$ cat config.mk
export PLATFORM = sky130hd
export DESIGN_NAME = stopwatch_ctrl
export DESIGN_NICKNAME = d
export VERILOG_FILES = /design/src/rtl/stopwatch_ctrl.sv
export SDC_FILE = /design/constraint.sdc
export NUM_CORES = 1
export LEC_CHECK = 0
export ABC_AREA = 1
export ABC_CLOCK_PERIOD_IN_PS = 2970
export CORE_MARGIN = 8
export CORE_UTILIZATION = 50
export DETAILED_ROUTE_END_ITERATION = 16
export PLACE_DENSITY = 0.72
export SYNTH_ARGS = -nofsm -noshare
export SYNTH_HDL_FRONTEND = slang
export SYNTH_SLANG_ARGS = --single-unit
$ cat constraint.sdc
create_clock -name clk -period 2.97 [get_ports clk]
set_input_delay 0.297 -clock clk [delete_from_list [all_inputs] [get_ports clk]]
set_output_delay 0.297 -clock clk [all_outputs]
set_load 0.01 [all_outputs]
$ cat src/rtl/stopwatch_ctrl.sv
// Stopwatch mode controller: button edges -> tick / pause / clear / digit-adjust control.
// Optional blink divider enabled with `define STOPWATCH_BLINK_EN.
module stopwatch_ctrl #(
  parameter int unsigned TICK_DIV  = 100_000_000,
  parameter int unsigned BLINK_DIV = 25_000_000
) (
  input  logic       clk,
  input  logic       rst,
  input  logic       btn_pause,
  input  logic       btn_clr,
  input  logic       btn_adj,
  input  logic       btn_sel,
  input  logic       btn_inc,
  input  logic [4:0] cur_min_l,
  input  logic [4:0] cur_min_r,
  input  logic [4:0] cur_sec_l,
  input  logic [4:0] cur_sec_r,
  output logic       tick,
  output logic       paused,
  output logic       cnt_clr,
  output logic [2:0] adj_sel,
  output logic [4:0] adj_val,
  output logic       blink
);

  localparam int unsigned TW = $clog2(TICK_DIV);
  localparam logic [TW-1:0] TICK_LAST = TW'(TICK_DIV - 1);

  typedef enum logic [1:0] {StRun, StPause, StAdj} state_e;

  state_e        state_q, state_d;
  logic [4:0]    btn, btn_prev_q, edge_q;
  logic          e_clr, e_adj, e_pause, e_sel, e_inc;
  logic [2:0]    sel_d;
  logic [4:0]    val_d, ld_val, lim;
  logic [TW-1:0] tick_cnt_q, tick_cnt_d;
  logic          tick_d;

  // Bit order matches the priority order: clr, adj, pause, sel, inc.
  assign btn     = {btn_inc, btn_sel, btn_pause, btn_adj, btn_clr};
  assign e_clr   = edge_q[0];
  assign e_adj   = edge_q[1];
  assign e_pause = edge_q[2];
  assign e_sel   = edge_q[3];
  assign e_inc   = edge_q[4];

  always_ff @(posedge clk or negedge rst) begin
    if (!rst) begin
      btn_prev_q <= '0;
      edge_q     <= '0;
    end else begin
      btn_prev_q <= btn;
      edge_q     <= btn & ~btn_prev_q;
    end
  end

  always_comb begin
    state_d = state_q;
    sel_d   = adj_sel;
    val_d   = adj_val;
    ld_val  = cur_min_l;
    lim     = 5'd9;
    if (e_clr) val_d = '0;
    if (e_adj) begin
      if (state_q == StAdj) begin
        state_d = StPause;
        sel_d   = 3'd4;
      end else begin
        state_d = StAdj;
        sel_d   = 3'd0;
        val_d   = cur_min_l;
      end
    end else if (e_pause) begin
      if (state_q == StRun) begin
        state_d = StPause;
      end else if (state_q == StPause) begin
        state_d = StRun;
      end else begin
        state_d = StPause;
        sel_d   = 3'd4;
      end
    end else if (state_q == StAdj) begin
      if (e_sel) begin
        sel_d = (adj_sel == 3'd3) ? 3'd0 : adj_sel + 3'd1;
        case (sel_d)
          3'd1:    ld_val = cur_min_r;
          3'd2:    ld_val = cur_sec_l;
          3'd3:    ld_val = cur_sec_r;
          default: ld_val = cur_min_l;
        endcase
        val_d = ld_val;
      end
      // Inc sees the value after any same-cycle select load; >= also catches out-of-range loads.
      if (e_inc) begin
        lim   = (sel_d == 3'd2) ? 5'd5 : 5'd9;
        val_d = (val_d >= lim) ? 5'd0 : val_d + 5'd1;
      end
    end
  end

  always_comb begin
    tick_cnt_d = tick_cnt_q;
    tick_d     = 1'b0;
    if (e_clr) begin
      tick_cnt_d = '0;
    end else if (state_q == StRun) begin
      if (tick_cnt_q == TICK_LAST) begin
        tick_cnt_d = '0;
        tick_d     = 1'b1;
      end else begin
        tick_cnt_d = tick_cnt_q + TW'(1);
      end
    end
  end

  always_ff @(posedge clk or negedge rst) begin
    if (!rst) begin
      state_q    <= StPause;
      tick_cnt_q <= '0;
      tick       <= 1'b0;
      paused     <= 1'b1;
      cnt_clr    <= 1'b0;
      adj_sel    <= 3'd4;
      adj_val    <= '0;
    end else begin
      state_q    <= state_d;
      tick_cnt_q <= tick_cnt_d;
      tick       <= tick_d;
      paused     <= (state_d != StRun);
      cnt_clr    <= e_clr;
      adj_sel    <= sel_d;
      adj_val    <= val_d;
    end
  end

`ifdef STOPWATCH_BLINK_EN
  localparam int unsigned BW = $clog2(BLINK_DIV);
  localparam logic [BW-1:0] BLINK_LAST = BW'(BLINK_DIV - 1);

  logic [BW-1:0] blink_cnt_q;
  logic          blink_ph_q, blink_ph_d, blink_wrap;

  assign blink_wrap = (blink_cnt_q == BLINK_LAST);
  assign blink_ph_d = blink_wrap ? ~blink_ph_q : blink_ph_q;

  always_ff @(posedge clk or negedge rst) begin
    if (!rst) begin
      blink_cnt_q <= '0;
      blink_ph_q  <= 1'b0;
      blink       <= 1'b0;
    end else begin
      blink_cnt_q <= blink_wrap ? '0 : blink_cnt_q + BW'(1);
      blink_ph_q  <= blink_ph_d;
      blink       <= (state_d == StAdj) & blink_ph_d;
    end
  end
`else
  assign blink = 1'b0;
`endif

endmodule
==> impl_metrics.ini, run 1 <==
[run_status]
status = complete, no violations

[critical_path]
critPathKind = register to register
slowest_stage = dfrtp_1
cp_max_fo = 5
crit_start = adj_sel[0]$_DFFE_PN0P_
r2r-start = adj_sel[0]$_DFFE_PN0P_
cp-end-kind = register
worstPathCellList = inv_1, ha_1, o21ai_2, nand2_2, inv_2, nand2_2, nand2_1, nand2_1, nand2_2, inv_2, ha_1, nor2_4, nand3_2, nand2_1, nand2_1, nand2_2, nand2_1, nand2_1, nand2_1, nand2_1
cpMostUsedCell = nand2_1
worst-path-buf-inv = 3
required_ns = 3.22
reg2reg_slack_ns = 0.59
start_kind = register
critPathArrivalTime_ns = 2.63
cpPeakStageDelay_ns = 0.40
critPathTopFamily = simple AND/OR/NAND/NOR gates

[finish]
drive_gt1_share_pct = 9.31
antenna_cells = 0
areaGrowthSynthToFinish_pct = 17.7
final_common_cell = nand2_1
final_cell_mix = 99 x nand2_1, 58 x inv_1, 52 x nor2_1
nets = 485
final_core_util_pct = 60.6

[synth]
syn_area_per_cell_um2 = 7.42
synth_fp_nets = 446
synth.distinct_cells = 40
yosysTopAreaCell = dfrtp_1
ys_seq_elements = 50
synth_area_mm2 = 0.00305
yosysSeqAreaShare_pct = 41.2
yosys.area.top_type_share_pct = 38.6
async_flop_share_pct = 100
ys.flop_type = dfrtp_1
synth_area_leaders = dfrtp_1 39%, nand2_1 12%, inv_1 7.1%, nor2_1 6.4%, nand3_1 4.6%
synth_cells = 411
yosys_warnings = 0
synth_edf_count = 0

[grt]
grt_max_degree = 51
grt_usage_pct = 15.7
grt_pass1_wl_mm = 11.3
grt.overflow.total = 0
grt_pass1_vias = 2526
antenna_found_initial = 0

[clock_tree]
hold_buffers = 0
ctsHtreeMaxLevel = 2
cts.repair.resized = 0
clock-sinks = 50
postCtsSetupBuffers = 0
max-clock-path-buffers = 2
cts-root-buf = clkbuf_8
numCtsBuffers = 5
path_clk_slew_ns = 0.09
insertion_delay_ns = 0.30
cts_tree = done

[placed_design]
place_hpwl_mm = 5.11
routabilityCongestion = 0.862
portBuffers = 37

[sta]
post-route-period-util_pct = 80.3
skew_ns = 0.00635
maxSlewViolCount = 0
max-slew-margin-rel_pct = 29.7
hold_viol = 0
final.min_clock_period_ns = 2.38
tns_ns = 0
worst_pin_slew_ns = 1.06
clock.fmax_ghz = 0.419
grt_setup_unrepaired = no
setup_viol = 0

[routing]
vias = 2655
drcViolationCount = 0
routedWlPerCell_um = 12.4
via_per_inst = 5.05
ant_nets = 0
totalWireLength_mm = 6.51
drt_iter0_drc = 87
first_pass_iters = 4

[die]
initial_core_util_pct = 51.5
rows = 28
core-area_mm2 = 0.00592
die_h_um = 94.1
die_x_um = 94.1
io_pins = 39
die-area_mm2 = 0.00885

[pwr]
ir_drop_mv = 0.443
p_per_area_mw_per_mm2 = 542
p_leak_uw = 0.00174

[hold_path]
min_path_type = primary input to asynchronous set/reset pin

[flow_run]
cap_violations = 0
## cells in the mapped netlist, types with 3 or more instances
cell type / number
nor2_2: 4
dfrtp_1: 47
nor2_1: 52
dfstp_2: 3
ha_1: 8
o22ai_1: 6
nor4_1: 4
nand3_1: 28
o21ai_0: 13
xor2_1: 11
nand2_1: 99
nand4_1: 3
nand2_2: 8
inv_1: 58
nor3_1: 8
o21ai_1: 4
inv_2: 5
a21oi_1: 20
a22oi_1: 5
## through the flow
step | setup slack (ns) | cell area [um2] | hold WS [ns] | total power, uW | cells
after global routing | 0.262 | 3590 | 0.287 | 2090 | 526
after global placement | 0.685 | 3480 | 0.381 | 1500 | 518
after floorplan | 0.821 | 3050 | 0.00141 | 1290 | 411
after CTS | 0.599 | 3590 | 0.223 | 1970 | 526
after detailed placement | 0.619 | 3480 | 0.386 | 1520 | 518
final | 0.585 | 3590 | 0.178 | 1950 | 526
## area by class of cell
type,instances,area [um2]
fill,527,2330
multi-input combinational,292,1530
sequential,50,1250
timing repair buffer,38,373
inverter,63,236
clock buffer,7,96.3
tap,75,93.8
clock inverter,1,8.76
## report_power, final
part           switching (uW)  total [uW]  internal [uW]
clock network             226         440            214
logic                     410         692            282
registers                57.7         814            757
total                     694        1950           1250
## worst reg2reg max path, delay by kind of cell, from the launching register on
kind | cells | cell delay [ns]
buf+inv | 3 | 0.27
simple gates | 14 | 0.92
flops | 1 | 0.40
compound gates | 1 | 0.25
fa+ha+maj | 2 | 0.50
## worst paths after layout
check | to | cells after the start
max | adj_val[3]$_DFF_PN0_ | 20
min | btn_prev_q[3]$_DFF_PN0_ | 1
max reg2reg | adj_val[3]$_DFF_PN0_ | 20
min reg2reg | edge_q[3]$_DFF_PN0_ | 1
max in group asynchronous | tick_cnt_q[16]$_DFFE_PN0P_ | 1
min in group clk | edge_q[3]$_DFF_PN0_ | 1
## routing by layer
layer	track usage (%)	vias up	wire length [um]
li1	-	1388	-
met1	21.2	1220	3170
met2	25.0	41	3010
met3	2.64	6	249
met4	5.02	0	73
met5	0	-	0
## kinds of logic after synthesis
| logic type | count (synthesis) | share of synthesized area, % |
|---|---|---|
| compound gates | 54 | 10.2 |
| xor+xnor | 11 | 3.16 |
| fa+ha+maj | 8 | 3.28 |
| buf+inv | 69 | 8.82 |
| flops | 50 | 41.2 |
| mux | 1 | 0.328 |
| other cells | 1 | 0.123 |
| simple gates | 217 | 32.9 |
## registers in the layout, indices dropped and copies added, names as in the netlist
signal      count
tick            1
btn_prev_q      5
state_q         2
tick_cnt_q     27
paused          1
adj_val         5
adj_sel         3
cnt_clr         1
edge_q          5
(Power assumes the default switching activity.)
==> run 2: changes to the inputs <==
--- a/config.mk
+++ b/config.mk
@@ -6,11 +6,11 @@
 export NUM_CORES = 1
 export LEC_CHECK = 0
 export ABC_AREA = 1
-export ABC_CLOCK_PERIOD_IN_PS = 2970
+export ABC_CLOCK_PERIOD_IN_PS = 2000
 export CORE_MARGIN = 8
 export CORE_UTILIZATION = 50
 export DETAILED_ROUTE_END_ITERATION = 16
-export PLACE_DENSITY = 0.72
+export PLACE_DENSITY = 0.75
 export SYNTH_ARGS = -nofsm -noshare
 export SYNTH_HDL_FRONTEND = slang
 export SYNTH_SLANG_ARGS = --single-unit
==> constraint.sdc (replaced) <==
create_clock -name clk -period 2 [get_ports clk]
set_input_delay 0.2 -clock clk [delete_from_list [all_inputs] [get_ports clk]]
set_output_delay 0.2 -clock clk [all_outputs]
set_load 0.01 [all_outputs]
==> run 2 against run 1 <==
The flow now finishes with violations (setup timing). Clock skew grew 0.0020 ns. Die area did not move. First-iteration DRC count grew 94%. Highest routed layer unchanged. Setup slack worse by 0.85 ns. Register-to-register slack got worse by 0.85 ns. Via count grew 13%. Critical path depth down 3. Non-clock buffer count increased by 49. Routed wire length up 20%. Clock power increased by 44%. Critical endpoint is now adj_val[4]$_DFF_PN0_.
==> impl_metrics.ini, run 2 (same netlist as run 1, synthesis figures left out) <==
[finish]
antenna_cells = 0
areaGrowthSynthToFinish_pct = 37.4
final_cell_mix = 94 x nand2_1, 53 x inv_1, 48 x buf_4
nets = 534
drive_gt1_share_pct = 25.2
largest_reg_flops = 27
fillCellCount = 451
final_area_mm2 = 0.00419
final_cells = 575
final_common_cell = nand2_1
regMostFlops = tick_cnt_q

[pwr]
ir_drop_mv = 0.640
p_per_area_mw_per_mm2 = 795
p_leak_uw = 0.00203

[critical_path]
critPathTopFamily = simple AND/OR/NAND/NOR gates
worst-path-buf-inv = 2
worstPathCellList = ha_4, inv_2, nand2_4, nand2_4, buf_4, nand3_2, nand2_2, nor2_4, nor2_8, ha_4, nand4_1, nor2_2, xor2_1, nand2_1, nand2_1, nand2_1, nand2_1
slowest_stage = dfrtp_2
cp-end-kind = register
critPathArrivalTime_ns = 2.51
cpPeakStageDelay_ns = 0.48
cp_max_fo = 6
start_kind = register
cpMostUsedCell = nand2_1
required_ns = 2.25
critPathKind = register to register

[sta]
setup_slack_ns = -0.263
maxSlewViolCount = 0
grt_setup_unrepaired = yes
clock.fmax_ghz = 0.442
skew_ns = 0.00835
post-route-period-util_pct = 113
setup_viol = 6
hold_viol = 0
final.min_clock_period_ns = 2.26

[grt]
grt_pass1_vias = 2851
grt_max_degree = 19
grt_pass1_wl_mm = 12.4
grt.overflow.total = 0
antenna_found_initial = 0
grt_usage_pct = 17.1

[die]
rows = 28
die_x_um = 94.1
die_h_um = 94.1
core-area_mm2 = 0.00592
io_pins = 39
initial_core_util_pct = 51.5
die-area_mm2 = 0.00885

[clock_tree]
ctsHtreeMaxLevel = 2
max-clock-path-buffers = 2
numCtsBuffers = 5
insertion_delay_ns = 0.30
cts-root-buf = clkbuf_8
path_clk_slew_ns = 0.09
cts_tree = done
clock-sinks = 50

[routing]
drcViolationCount = 0
routedWlPerCell_um = 13.6
ant_nets = 0
drt_iter0_drc = 169
totalWireLength_mm = 7.82
first_pass_iters = 5
vias = 2987
via_per_inst = 5.19

[placed_design]
portBuffers = 37
place_area_mm2 = 0.00373
placed_cells = 544
place_hpwl_mm = 5.66
routabilityCongestion = 0.883

[flow_run]
cap_violations = 0

[hold_path]
min_path_type = primary input to asynchronous set/reset pin

[run_status]
status = complete, but fails checks
violations = setup timing
run 2: cell count changes in the layout (fill, tap and decap cells not counted), sizes merged:
cell	change
buf	+48
clkbuf	-1
clkinv	-1
clkinvlp	+1
dlygate4sd3	+1
inv	+1
run 2: per-layer routing:
layer	global-route usage, %	vias up	routed length [um]
met3	3.04	11	373
met4	5.02	0	110
li1	-	1481	-
met2	30.2	90	3950
met1	20.5	1405	3390
met5	0	-	0
run 2: area by class of cell:
type                       instances  area [um2]  share of cell area (%)
timing repair buffer              87         747                    17.8
multi-input combinational        292        1750                    41.8
inverter                          63         241                    5.76
clock inverter                     2        16.3                   0.388
tap                               75        93.8                    2.24
sequential                        50        1260                    30.0
clock buffer                       6        82.6                    1.97
run 2: path summary, 6_finish.rpt:
kind                                    startpoint                   endpoint  slack, ns  depth (start not counted)
max in group asynchronous                      rst  tick_cnt_q[2]$_DFFE_PN0P_       1.10                          3
max reg2reg                 adj_sel[0]$_DFFE_PN0P_       adj_val[4]$_DFF_PN0_      -0.26                         17
max                         adj_sel[0]$_DFFE_PN0P_       adj_val[4]$_DFF_PN0_      -0.26                         17
min                                            rst     adj_sel[0]$_DFFE_PN0P_       0.34                          2
min in group clk                           btn_clr    btn_prev_q[0]$_DFF_PN0_       0.36                          1
min reg2reg                btn_prev_q[3]$_DFF_PN0_        edge_q[3]$_DFF_PN0_       0.40                          1
run 2: per-stage QoR:
step / setup TNS (ns) / power (uW) / setup WS (ns) / hold WS [ns] / util (%)
global placement: -0.829 / 2440 / -0.174 / 0.133 / 62.9
floorplan: -0.320 / 1950 / -0.0655 / -0.0956 / -
global route: -2.29 / 3540 / -0.431 / 0.360 / 70.8
finish: -1.23 / 3330 / -0.263 / 0.337 / 70.8
CTS: -1.10 / 3200 / -0.244 / 0.338 / 66.1
detailed placement: -1.23 / 2480 / -0.265 / 0.132 / 62.9
run 2: repair_timing:
item | 4_1_cts | 5_1_grt
resized for setup | 10 | 35
hold buffers | 1 | 0
setup buffers | 5 | 17
pin swaps | 15 | 21
endpoints found under the hold margin | 12 | 0
endpoints found under the setup margin | 6 | 30
run 2: power by group:
group	internal, uW	switching (uW)
registers	1130	92.0
logic	711	771
clock network	285	348
total	2120	1210
